$ cat config.mk
export PLATFORM = sky130hd
export DESIGN_NAME = morse_rx
export DESIGN_NICKNAME = d
export VERILOG_FILES = /design/src/rtl/morse_rx.sv
export SDC_FILE = /design/constraint.sdc
export NUM_CORES = 1
export LEC_CHECK = 0
export BUFFER_PORTS_ARGS = -buffer_cell sky130_fd_sc_hd__buf_2
export CAP_MARGIN = 20
export CORE_AREA = 3 3 69 71
export DETAILED_ROUTE_END_ITERATION = 12
export DIE_AREA = 0 0 72 74
export PLACE_DENSITY = 0.82
export SYNTH_ARGS = -nofsm -noshare
export SYNTH_HDL_FRONTEND = slang
export SYNTH_SLANG_ARGS = --single-unit
$ cat constraint.sdc
create_clock -name clock -period 2.55 [get_ports clock]
set_input_delay 0.1275 -clock clock [delete_from_list [all_inputs] [get_ports clock]]
set_output_delay 0.1275 -clock clock [all_outputs]
set_load 0.01 [all_outputs]
$ cat src/rtl/morse_rx.sv
// Morse receiver: measures mark/gap run lengths on led_in and rebuilds each character
// as an MSB-first code (dash=1, dot=0) plus symbol count; length 0 marks a word space.
module morse_rx #(
  parameter int unsigned UNIT  = 1,
  parameter int unsigned CNT_W = 8
) (
  input  logic       clock,
  input  logic       reset,
  input  logic       led_in,
  output logic       char_vald,
  output logic [7:0] charcode_data,
  output logic [3:0] charlen_data,
  output logic       sym_err
);

  localparam logic [1:0] IDLE    = 2'd0;
  localparam logic [1:0] MARK    = 2'd1;
  localparam logic [1:0] GAP     = 2'd2;
  localparam logic [1:0] DISCARD = 2'd3;

  localparam logic [CNT_W-1:0] RUN_ONE  = CNT_W'(1);
  localparam logic [CNT_W-1:0] RUN_DASH = CNT_W'(2 * UNIT);
  localparam logic [CNT_W-1:0] RUN_LONG = CNT_W'(5 * UNIT);
  localparam logic [CNT_W-1:0] RUN_SAT  = {CNT_W{1'b1}};

  logic [1:0]       state_q, state_d;
  logic [CNT_W-1:0] run_q, run_d, run_inc;
  logic [3:0]       sym_cnt_q, sym_cnt_d;
  logic [7:0]       shift_q, shift_d;
  logic             space_arm_q, space_arm_d;
  logic             vald_d, err_d;
  logic [7:0]       code_d;
  logic [3:0]       len_d;

  // The run counter saturates so an arbitrarily long mark still reads as too long.
  assign run_inc = (run_q == RUN_SAT) ? run_q : run_q + RUN_ONE;

  always_comb begin
    state_d     = state_q;
    run_d       = run_q;
    sym_cnt_d   = sym_cnt_q;
    shift_d     = shift_q;
    space_arm_d = space_arm_q;
    vald_d      = 1'b0;
    err_d       = 1'b0;
    code_d      = charcode_data;
    len_d       = charlen_data;

    case (state_q)
      IDLE: begin
        if (led_in) begin
          state_d = MARK;
          run_d   = RUN_ONE;
        end
      end

      MARK: begin
        if (led_in) begin
          run_d = run_inc;
        end else if (run_q >= RUN_LONG || sym_cnt_q == 4'd8) begin
          err_d     = 1'b1;
          shift_d   = 8'd0;
          sym_cnt_d = 4'd0;
          state_d   = DISCARD;
          run_d     = RUN_ONE;
        end else begin
          shift_d[3'd7 - sym_cnt_q[2:0]] = (run_q >= RUN_DASH);
          sym_cnt_d = sym_cnt_q + 4'd1;
          state_d   = GAP;
          run_d     = RUN_ONE;
        end
      end

      GAP: begin
        if (led_in) begin
          // A mark always beats a gap threshold reached on the same edge.
          state_d = MARK;
          run_d   = RUN_ONE;
        end else begin
          run_d = run_inc;
          if (run_inc == RUN_DASH && sym_cnt_q != 4'd0) begin
            vald_d      = 1'b1;
            code_d      = shift_q;
            len_d       = sym_cnt_q;
            shift_d     = 8'd0;
            sym_cnt_d   = 4'd0;
            space_arm_d = 1'b1;
          end
          if (run_inc == RUN_LONG) begin
            if (space_arm_q) begin
              vald_d      = 1'b1;
              code_d      = 8'd0;
              len_d       = 4'd0;
              space_arm_d = 1'b0;
            end
            state_d = IDLE;
          end
        end
      end

      default: begin
        // DISCARD: swallow the rest of an errored character.
        if (led_in) begin
          run_d = RUN_ONE;
        end else begin
          run_d = run_inc;
          if (run_inc == RUN_DASH) begin
            state_d = IDLE;
          end
        end
      end
    endcase
  end

  always_ff @(posedge clock) begin
    if (reset) begin
      state_q       <= IDLE;
      run_q         <= '0;
      sym_cnt_q     <= 4'd0;
      shift_q       <= 8'd0;
      space_arm_q   <= 1'b0;
      char_vald     <= 1'b0;
      sym_err       <= 1'b0;
      charcode_data <= 8'd0;
      charlen_data  <= 4'd0;
    end else begin
      state_q       <= state_d;
      run_q         <= run_d;
      sym_cnt_q     <= sym_cnt_d;
      shift_q       <= shift_d;
      space_arm_q   <= space_arm_d;
      char_vald     <= vald_d;
      sym_err       <= err_d;
      charcode_data <= code_d;
      charlen_data  <= len_d;
    end
  end

endmodule

==> metrics.txt, run 1 <==
maximum fanout count along the critical path=11; Worst Reg-to-Reg Cells=6; Diodes inserted=0; number of enable flip-flop cells after synthesis=0; Yosys reg bits=37; number of antenna violations at the first check in global routing=0; Slew headroom=60.6%; number of warning messages in the yosys log=0; hold_buf cts=0; post-synth cell types=55; number of iterations in the first detailed-routing pass=4; kind of start point of the critical path=register; cell with the biggest individual delay on the critical path=sky130_fd_sc_hd__dfxtp_1; aggregate global routing overflow=0; final setup skew=3.58 ps; port bufs=16; clock transition at the register clock pins on the worst setup and hold paths after CTS=80 ps; die boundary width=72 um; core region area=4290 um2; clock insertion delay at the later pin of the skew report=290 ps; hold path endpoint=run_q[4]; remaining design rule violation count=0; routed len/inst=16.2 um; std cell rows=24; fraction of the yosys area taken by sequential cells=32.3%; critical path buffer and inverter count=1; Worst Hold Depth=2; via count of the first global-routing pass=1,854; chain of cells forming the critical path=and3_1, mux2_4, o221ai_2, nor3_2, buf_4, a22o_1; die span in y=74 um; Data required, critical path=2740 ps; clk root buf=sky130_fd_sc_hd__clkbuf_8; RSZ-0062 raised after global routing=false; Cell Area, Placed=2360 um2; dominant register cell in the synthesized netlist=sky130_fd_sc_hd__dfxtp_1; Setup CP Type=reg2reg; TNS Setup=0 ps; type of the most critical hold path=in2reg; level count of the clock H-tree=2; min cycle time layout=2230 ps; total wirelength of the detailed-routed design=5280 um; wire length of the first global-routing pass=8760 um; arrival time reported for the critical path endpoint=2420 ps; reg-to-reg critical path startpoint=run_q[2]; violation count after the first detailed-routing iteration=204; vias per cell=6.42; final std cell area, no fill=2500 um2; capturing point of the worst reg2reg path=charcode_data[6]; Hold Violations, Final=0; Post-Syn Area=2290 um2; count of clock tree sinks=37; slowest cell delay on critical path=540 ps; clock buffer count from CTS=5; actual transition at the worst max-transition pin=587 ps; fraction of layout instances using a drive strength above 1=17.9%; Layout Area Growth over Synthesis=9.00%; overall die area=5330 um2; number of vias in the routed layout=2,085; Critical Path Stages=6; run status=completed; number of nets in the layout=287; hold path startpoint=reset; Avg Synthesized Cell Area=8.72 um2; final RePlAce weighted congestion=0.892; total count of max-transition violations in the final report=0; Setup crit end kind=register; cells resized by post-CTS repair=0; number of buffers added for setup after CTS=0; FF-to-FF setup slack=320 ps; nets in the synthesized netlist=278; highest achievable clock rate=0.448 GHz; residual antenna-violating net count after detailed routing=0; Clock Tree Buf Depth=2; Filler Cell Count=381; maximum number of pins on one net before global-route repair=18; Final setup viols=0; number of standard cells after synthesis=263; hpwl dp=3690 um; TritonCTS clock tree=yes; largest voltage drop on the vdd net=0.000314 V; power per cell area=714 nW/um2; top-level port count=17; proportion of synthesized flip-flops having asynchronous set or reset=0%; starting density of the core=53.4%; post-route clock period utilization=87.5%; max-cap check violation count=0; category of cells accounting for the largest share of critical-path delay=flip-flops; gr usage total=20.5%; Lkg Pwr=0.963 nW
[layout by cell type (no fill, tap or decap), types with 2 or more instances in the layout]
master                       n
sky130_fd_sc_hd__buf_4       7
sky130_fd_sc_hd__a31oi_1     3
sky130_fd_sc_hd__nand2b_1    6
sky130_fd_sc_hd__o221a_2     2
sky130_fd_sc_hd__nor3_1     11
sky130_fd_sc_hd__nand2_1    19
sky130_fd_sc_hd__dfxtp_1    37
sky130_fd_sc_hd__inv_1      11
sky130_fd_sc_hd__buf_2      16
sky130_fd_sc_hd__and2_1      2
sky130_fd_sc_hd__nand3_1    19
sky130_fd_sc_hd__nor2_1     14
sky130_fd_sc_hd__nor2b_1     4
sky130_fd_sc_hd__and3_1      5
sky130_fd_sc_hd__nor3b_1     3
sky130_fd_sc_hd__nor3_2      2
sky130_fd_sc_hd__o311ai_0    3
sky130_fd_sc_hd__a22o_1     11
sky130_fd_sc_hd__and3_4      2
sky130_fd_sc_hd__nor4_4      2
sky130_fd_sc_hd__ha_1       12
sky130_fd_sc_hd__o21ai_0     6
sky130_fd_sc_hd__clkbuf_8    5
sky130_fd_sc_hd__bufinv_16   2
sky130_fd_sc_hd__mux2_4      2
sky130_fd_sc_hd__o2111ai_1   8
sky130_fd_sc_hd__nand3b_1    4
sky130_fd_sc_hd__nand4_1     8
sky130_fd_sc_hd__a21oi_1    11
sky130_fd_sc_hd__nor4_1      3
sky130_fd_sc_hd__mux2i_1     4
sky130_fd_sc_hd__o211ai_1    4
sky130_fd_sc_hd__a32o_1      2
[where the power goes]
part / leakage, nW / total [W] / internal (W) / switching (W)
clock: 0.0687 / 0.000621 / 0.000394 / 0.000227
sequential: 0.299 / 0.000644 / 0.000604 / 0.0000398
combinational: 0.595 / 0.000521 / 0.000191 / 0.000331
[how the worst max path moves through the flow]
| stage | from | end |
|---|---|---|
| after floorplan | run_q[0] | charlen_data[0] |
| after global placement | run_q[2] | charcode_data[2] |
| after detailed placement | run_q[2] | charcode_data[6] |
| after CTS | run_q[2] | charcode_data[6] |
| after global routing | sym_cnt_q[0] | shift_q[7] |
| final | run_q[2] | charcode_data[6] |
[metrics by stage]
stage | hold slack (ps) | setup slack, ps | total power [W] | cells | utilization, %
after global routing | 259 | 159 | 0.00187 | 325 | 58.2
after detailed placement | 457 | 351 | 0.00117 | 317 | 55.0
after floorplan | 330 | 591 | 0.00105 | 263 | -
after global placement | 450 | 365 | 0.00116 | 317 | 55.0
final | 234 | 318 | 0.00179 | 325 | 58.2
after CTS | 238 | 333 | 0.00179 | 325 | 58.2
[worst reg2reg max path: cells and delay by family, from the launching register on]
family / cells / cell delay (ps)
compound gates: 2 / 510
simple gates: 2 / 530
buf+inv: 1 / 190
flops: 1 / 540
mux: 1 / 360
[per-layer routing]
metal | part of all wire (%) | up-vias | GRT usage [%]
met1 | 47 | 1005 | 28.1
met2 | 47 | 59 | 32.0
met4 | 1.8 | 0 | 6.68
met3 | 4.6 | 12 | 4.46
li1 | - | 1009 | -
met5 | 0 | - | 0
[cells in the mapped netlist (6+ instances only)]
master / instances / area share [%]
sky130_fd_sc_hd__nand4_1: 8 / 2.2
sky130_fd_sc_hd__nor2_1: 14 / 2.3
sky130_fd_sc_hd__inv_1: 11 / 1.8
sky130_fd_sc_hd__nand3_1: 19 / 4.1
sky130_fd_sc_hd__ha_1: 12 / 6.5
sky130_fd_sc_hd__nand2b_1: 6 / 1.6
sky130_fd_sc_hd__a22o_1: 11 / 4.2
sky130_fd_sc_hd__a21oi_1: 11 / 2.4
sky130_fd_sc_hd__nand2_1: 19 / 3.1
sky130_fd_sc_hd__o2111ai_1: 8 / 3.1
sky130_fd_sc_hd__dfxtp_1: 37 / 32
sky130_fd_sc_hd__nor3_1: 11 / 2.4
sky130_fd_sc_hd__clkbuf_1: 10 / 1.6
sky130_fd_sc_hd__o21ai_0: 6 / 1.3
[state kept, by name, indices dropped and copies added, names as in the netlist]
signal	cells
sym_err	1
run_q	8
space_arm_q	1
char_vald	1
sym_cnt_q	4
charlen_data	4
charcode_data	8
state_q	2
shift_q	8
[area by class of cell]
| class | instances | area, um2 | area share (%) |
|---|---|---|---|
| multi-input combinational | 193 | 1380 | 55.2 |
| clock inverter | 3 | 68.8 | 2.75 |
| inverter | 12 | 45.0 | 1.80 |
| clock buffer | 5 | 68.8 | 2.75 |
| tap | 52 | 65.1 | 2.60 |
| timing repair buffer | 23 | 133 | 5.31 |
| sequential | 37 | 741 | 29.6 |
[cell families (layout without fill, tap and decap cells)]
family / after synthesis / count (layout) / share of synthesized area, %
simple gates: 106 / 106 / 26.3
compound gates: 69 / 69 / 24.2
flops: 37 / 37 / 32.3
buf+inv: 33 / 43 / 7.58
fa+ha+maj: 12 / 12 / 6.55
mux: 6 / 6 / 3.06
(Power assumes the default switching activity.)
==> run 2: changes to the inputs <==
--- a/config.mk
+++ b/config.mk
@@ -10,6 +10,7 @@
 export CORE_AREA = 3 3 69 71
 export DETAILED_ROUTE_END_ITERATION = 12
 export DIE_AREA = 0 0 72 74
+export MAX_ROUTING_LAYER = met4
 export PLACE_DENSITY = 0.82
 export SYNTH_ARGS = -nofsm -noshare
 export SYNTH_HDL_FRONTEND = slang
==> run 2 against run 1 <==
  * Final cell count rose by 0.31%
  * Fmax decreased by 2.8%
  * Cell area grew 0.30%
  * Worst hold slack got worse by 5.9 ps
  * Utilization increased by 0.17 points
  * Clock skew grew 6.4 ps
  * Register-to-register slack got worse by 60 ps
  * Clock power increased by 2%
==> metrics.txt, run 2 (synthesized netlist as in run 1, its figures left out) <==
Worst Hold Depth=2 (unchanged); chain of cells forming the critical path=and3_1, mux2_4, o221ai_2, nor3_2, buf_4, a22o_1 (unchanged); number of nets in the layout=288 (was 287); gr usage total=21.3% (was 20.5%); starting density of the core=53.4% (unchanged); final RePlAce weighted congestion=0.883 (was 0.892); leading cell type in the layout, fill and taps excluded=sky130_fd_sc_hd__dfxtp_1 (unchanged); leading registers by flop count=charcode_data (8), run_q (8), shift_q (8) (unchanged); actual transition at the worst max-transition pin=571 ps (was 587 ps); Slew headroom=61.6% (was 60.6%); area of the multi-input gates=1380 um2 (unchanged); total wirelength of the detailed-routed design=5370 um (was 5280 um); max-cap check violation count=0 (unchanged); hold_buf cts=0 (unchanged); number of buffers added for setup after CTS=0 (unchanged); Setup CP Type=reg2reg (unchanged); level count of the clock H-tree=2 (unchanged); Cell Area, Placed=2370 um2 (was 2360 um2); final std cell area, no fill=2510 um2 (was 2500 um2); total count of max-transition violations in the final report=0 (unchanged); slowest cell delay on critical path=560 ps (was 540 ps); cells resized by post-CTS repair=0 (unchanged); power per cell area=720 nW/um2 (was 714 nW/um2); number of antenna violations at the first check in global routing=0 (unchanged); via count of the first global-routing pass=1,899 (was 1,854); Clock Tree Buf Depth=2 (unchanged); highest achievable clock rate=0.436 GHz (was 0.448 GHz); clock transition at the register clock pins on the worst setup and hold paths after CTS=90 ps (was 80 ps); clk root buf=sky130_fd_sc_hd__clkbuf_8 (unchanged); die boundary width=72 um (unchanged); number of iterations in the first detailed-routing pass=4 (unchanged); Lkg Pwr=0.967 nW (was 0.963 nW); min cycle time layout=2300 ps (was 2230 ps); final total power=0.00181 W (was 0.00179 W); top-level port count=17 (unchanged); Layout Area Growth over Synthesis=9.33% (was 9.00%); Diodes inserted=0 (unchanged); Critical Path Stages=6 (unchanged); routed len/inst=16.5 um (was 16.2 um); clock insertion delay at the later pin of the skew report=300 ps (was 290 ps); type of the most critical hold path=in2reg (unchanged); largest voltage drop on the vdd net=0.000275 V (was 0.000314 V); most used cells in the layout excluding fill and tap cells=sky130_fd_sc_hd__dfxtp_1, sky130_fd_sc_hd__nand2_1, sky130_fd_sc_hd__nand3_1 (unchanged); critical path buffer and inverter count=1 (unchanged); storage element area=741 um2 (unchanged); std cell rows=24 (unchanged); TNS Setup=0 ps (unchanged); final setup skew=10.0 ps (was 3.58 ps); residual antenna-violating net count after detailed routing=0 (unchanged); core region area=4290 um2 (unchanged); maximum number of pins on one net before global-route repair=18 (unchanged); Filler Cell Count=378 (was 381); aggregate global routing overflow=0 (unchanged); Hold Violations, Final=0 (unchanged); die span in y=74 um (unchanged); violation count after the first detailed-routing iteration=237 (was 204); remaining design rule violation count=0 (unchanged); number of vias in the routed layout=2,064 (was 2,085); category of cells accounting for the largest share of critical-path delay=flip-flops (unchanged); TritonCTS clock tree=yes (unchanged); kind of start point of the critical path=register (unchanged); Data required, critical path=2740 ps (about the same); worst hold margin=228 ps (was 234 ps); Final setup viols=0 (unchanged); vias per cell=6.33 (was 6.42); clock buffer count from CTS=5 (unchanged); arrival time reported for the critical path endpoint=2480 ps (was 2420 ps); hpwl dp=3720 um (was 3690 um); run status=completed (unchanged); overall die area=5330 um2 (unchanged); count of clock tree sinks=37 (unchanged); fraction of layout instances using a drive strength above 1=18.2% (was 17.9%); Worst Reg-to-Reg Cells=6 (unchanged); post-route clock period utilization=90.0% (was 87.5%); wire length of the first global-routing pass=8740 um (was 8760 um); port bufs=16 (unchanged); cell with the biggest individual delay on the critical path=sky130_fd_sc_hd__dfxtp_1 (unchanged); Setup crit end kind=register (unchanged); maximum fanout count along the critical path=11 (unchanged); RSZ-0062 raised after global routing=false (unchanged)
run 2: changes by cell type in the layout (fill, tap and decap cells not counted):
cell,change
sky130_fd_sc_hd__buf_4,+1
run 2: cell type report:
type / instances / area share (%)
clock buffer: 5 / 2.74
clock inverter: 3 / 2.74
multi-input combinational: 193 / 55.0
timing repair buffer: 24 / 5.59
inverter: 12 / 1.80
sequential: 37 / 29.5
tap: 52 / 2.59
run 2: stage by stage:
| step | instances | util (%) | setup slack [ps] |
|---|---|---|---|
| 5_1_grt | 326 | 58.4 | 70.9 |
| 2_1_floorplan | 263 | - | 591 |
| 4_1_cts | 326 | 58.4 | 279 |
| 3_3_place_gp | 318 | 55.2 | 378 |
| 3_5_place_dp | 318 | 55.2 | 330 |
| 6_report | 326 | 58.4 | 255 |
run 2: final timing paths:
| check | to | start | slack [ps] |
|---|---|---|---|
| setup reg to reg | charlen_data[0] | run_q[2] | 250 |
| setup / recovery | charlen_data[0] | run_q[2] | 250 |
| hold reg to reg | charcode_data[5] | charcode_data[5] | 480 |
| hold / removal | run_q[5] | reset | 230 |
run 2: where the power goes:
part | total (W) | switching, W | internal, W
Clock | 0.000632 | 0.000238 | 0.000394
Combinational | 0.000528 | 0.000335 | 0.000193
Sequential | 0.000646 | 0.0000416 | 0.000604
run 2: worst reg2reg max path: stages, from the launching register on:
cell and delay, ps:
sky130_fd_sc_hd__dfxtp_1 560, sky130_fd_sc_hd__and3_1 460, sky130_fd_sc_hd__mux2_4 360, sky130_fd_sc_hd__o221ai_2 350, sky130_fd_sc_hd__nor3_2 90, sky130_fd_sc_hd__buf_4 180
sky130_fd_sc_hd__a22o_1 190
run 2: layer usage:
layer | vias up | track usage, % | share of wire (%) | wire length, um
li1 | 1012 | - | - | -
met2 | 77 | 31.8 | 45 | 2430
met4 | 0 | 11.5 | 2.5 | 134
met5 | - | - | 0 | 0
met3 | 19 | 3.92 | 6.1 | 327
met1 | 956 | 27.3 | 46 | 2470
==> run 3: changes to the inputs <==
--- a/config.mk
+++ b/config.mk
@@ -7,11 +7,13 @@
 export LEC_CHECK = 0
 export BUFFER_PORTS_ARGS = -buffer_cell sky130_fd_sc_hd__buf_2
 export CAP_MARGIN = 20
-export CORE_AREA = 3 3 69 71
+export CORE_AREA = 3 3 72 74
 export DETAILED_ROUTE_END_ITERATION = 12
-export DIE_AREA = 0 0 72 74
+export DIE_AREA = 0 0 75 77
 export MAX_ROUTING_LAYER = met4
-export PLACE_DENSITY = 0.82
+export PLACE_DENSITY = 0.77
+export RECOVER_POWER = 50
+export SETUP_SLACK_MARGIN = 0.1
 export SYNTH_ARGS = -nofsm -noshare
 export SYNTH_HDL_FRONTEND = slang
 export SYNTH_SLANG_ARGS = --single-unit
==> run 3 against run 2 <==
  * Final cell count rose by 1.8%
  * Clock power fell by 18%
  * Via count fell by 0.97%
  * Critical path type unchanged
==> metrics.txt, run 3 (synthesized netlist as in run 1, its figures left out) <==
hold_buf cts=0 (unchanged); overall die area=5780 um2 (was 5330 um2); routed len/inst=15.2 um (was 16.5 um); residual antenna-violating net count after detailed routing=0 (unchanged); Clock Tree Buf Depth=2 (unchanged); leading registers by flop count=charcode_data (8), run_q (8), shift_q (8) (unchanged); wire length of the first global-routing pass=8790 um (was 8740 um); level count of the clock H-tree=2 (unchanged); final RePlAce weighted congestion=0.835 (was 0.883); via count of the first global-routing pass=1,853 (was 1,899); hpwl dp=3600 um (was 3720 um); arrival time reported for the critical path endpoint=2420 ps (was 2480 ps); Hold Violations, Final=0 (unchanged); number of iterations in the first detailed-routing pass=4 (unchanged); clock insertion delay at the later pin of the skew report=300 ps (about the same); area of the multi-input gates=1370 um2 (was 1380 um2); vias per cell=6.16 (was 6.33); Cell Area, Placed=2400 um2 (was 2370 um2); min cycle time layout=2250 ps (was 2300 ps); TritonCTS clock tree=yes (unchanged); total count of max-transition violations in the final report=0 (unchanged); GRT met3 Usage=3.01% (was 3.92%); Slew headroom=62.1% (was 61.6%); max-cap check violation count=0 (unchanged); RSZ-0062 raised after global routing=false (unchanged); Setup CP Type=reg2reg (unchanged); cells resized by post-CTS repair=0 (unchanged); run status=completed (unchanged); Layout Area Growth over Synthesis=8.18% (was 9.33%); violation count after the first detailed-routing iteration=239 (was 237); number of nets in the layout=292 (was 288); top-level port count=17 (unchanged); TNS Setup=0 ps (unchanged); maximum number of pins on one net before global-route repair=18 (unchanged); gr usage total=19.2% (was 21.3%); Setup crit end kind=register (unchanged); Data required, critical path=2730 ps (was 2740 ps); most used cells in the layout excluding fill and tap cells=sky130_fd_sc_hd__dfxtp_1, sky130_fd_sc_hd__nand3_1, sky130_fd_sc_hd__nand2_1 (was sky130_fd_sc_hd__dfxtp_1, sky130_fd_sc_hd__nand2_1, sky130_fd_sc_hd__nand3_1); number of buffers added for setup after CTS=0 (unchanged); global-route track usage on met1=26.3% (was 27.3%); kind of start point of the critical path=register (unchanged); fraction of layout instances using a drive strength above 1=12.9% (was 18.2%); remaining design rule violation count=0 (unchanged); die span in y=77 um (was 74 um); std cell rows=25 (was 24); storage element area=741 um2 (unchanged); most utilized layer in the global route result=met2 (unchanged); clock transition at the register clock pins on the worst setup and hold paths after CTS=80 ps (was 90 ps); Final setup viols=0 (unchanged); Diodes inserted=0 (unchanged); number of vias in the routed layout=2,044 (was 2,064); Filler Cell Count=419 (was 378); actual transition at the worst max-transition pin=569 ps (was 571 ps); clock buffer count from CTS=5 (unchanged); die boundary width=75 um (was 72 um); number of antenna violations at the first check in global routing=0 (unchanged); count of clock tree sinks=37 (unchanged); final std cell area, no fill=2480 um2 (was 2510 um2); GRT met2 Usage=29.1% (was 31.8%); clk root buf=sky130_fd_sc_hd__clkbuf_8 (unchanged); core region area=4660 um2 (was 4290 um2); maximum fanout count along the critical path=11 (unchanged); power per cell area=680 nW/um2 (was 720 nW/um2); total wirelength of the detailed-routed design=5050 um (was 5370 um); aggregate global routing overflow=0 (unchanged); starting density of the core=49.2% (was 53.4%); highest achievable clock rate=0.445 GHz (was 0.436 GHz); final setup skew=7.16 ps (was 10.0 ps); post-route clock period utilization=88.1% (was 90.0%); port bufs=16 (unchanged); leading cell type in the layout, fill and taps excluded=sky130_fd_sc_hd__dfxtp_1 (unchanged); largest voltage drop on the vdd net=0.000366 V (was 0.000275 V); Lkg Pwr=0.902 nW (was 0.967 nW); type of the most critical hold path=in2reg (unchanged)
==> run 3: cell types whose count changed in the layout (fill, tap and decap cells not counted) <==
cell	delta
sky130_fd_sc_hd__clkbuf_1	+16
sky130_fd_sc_hd__buf_2	-14
sky130_fd_sc_hd__buf_4	+2
sky130_fd_sc_hd__a2111oi_0	+1
sky130_fd_sc_hd__a2111oi_2	-1
sky130_fd_sc_hd__and2_0	+1
sky130_fd_sc_hd__and2_1	-1
sky130_fd_sc_hd__bufinv_16	-1
sky130_fd_sc_hd__clkinv_4	+1
sky130_fd_sc_hd__clkinvlp_4	+1
sky130_fd_sc_hd__inv_6	-1
sky130_fd_sc_hd__nand3_1	+1
sky130_fd_sc_hd__nand3_2	-1
==> run 3: critical path, stage by stage (launching register included) <==
cell                        delay (ps)
sky130_fd_sc_hd__dfxtp_1           540
sky130_fd_sc_hd__and3_1            280
sky130_fd_sc_hd__clkbuf_1          330
sky130_fd_sc_hd__o211a_1           270
sky130_fd_sc_hd__o221ai_2          180
sky130_fd_sc_hd__buf_4             210
sky130_fd_sc_hd__o2111ai_1         230
sky130_fd_sc_hd__nand3_1            90
==> run 3: metal layers <==
| layer | vias up | routed length (um) |
|---|---|---|
| li1 | 1018 | - |
| met1 | 954 | 2420 |
| met2 | 65 | 2290 |
| met3 | 7 | 293 |
| met4 | 0 | 51 |
| met5 | - | 0 |
==> run 3: path summary, 6_finish.rpt <==
kind / endpoint / startpoint / slack [ps] / cells past startpoint
hold reg to reg: charlen_data[1] / charlen_data[1] / 480 / 1
setup reg to reg: shift_q[1] / run_q[2] / 300 / 7
setup / recovery: shift_q[1] / run_q[2] / 300 / 7
hold / removal: sym_cnt_q[2] / reset / 240 / 2
==> run 3: final cells by class <==
cell class	count	area share [%]
Tap cell	54	2.72
Multi-Input combinational cell	193	55.1
Clock inverter	3	1.87
Timing Repair Buffer	28	5.85
Clock buffer	5	2.77
Inverter	12	1.82
Sequential cell	37	29.9
==> run 3: metrics by stage <==
step / total power (W) / hold slack [ps] / instances / setup slack [ps] / util [%]
global route: 0.00178 / 254 / 332 / 127 / 53.2
finish: 0.00169 / 244 / 332 / 305 / 53.2
CTS: 0.00170 / 240 / 332 / 372 / 54.0
global placement: 0.00117 / 458 / 324 / 442 / 51.5
detailed placement: 0.00119 / 455 / 324 / 386 / 51.5
floorplan: 0.00105 / 330 / 263 / 591 / -
==> run 3: power breakdown <==
group / leakage [nW] / internal [W] / switching [W]
Clock: 0.0543 / 0.000293 / 0.000228
Combinational: 0.549 / 0.000193 / 0.000337
Sequential: 0.299 / 0.000604 / 0.0000328
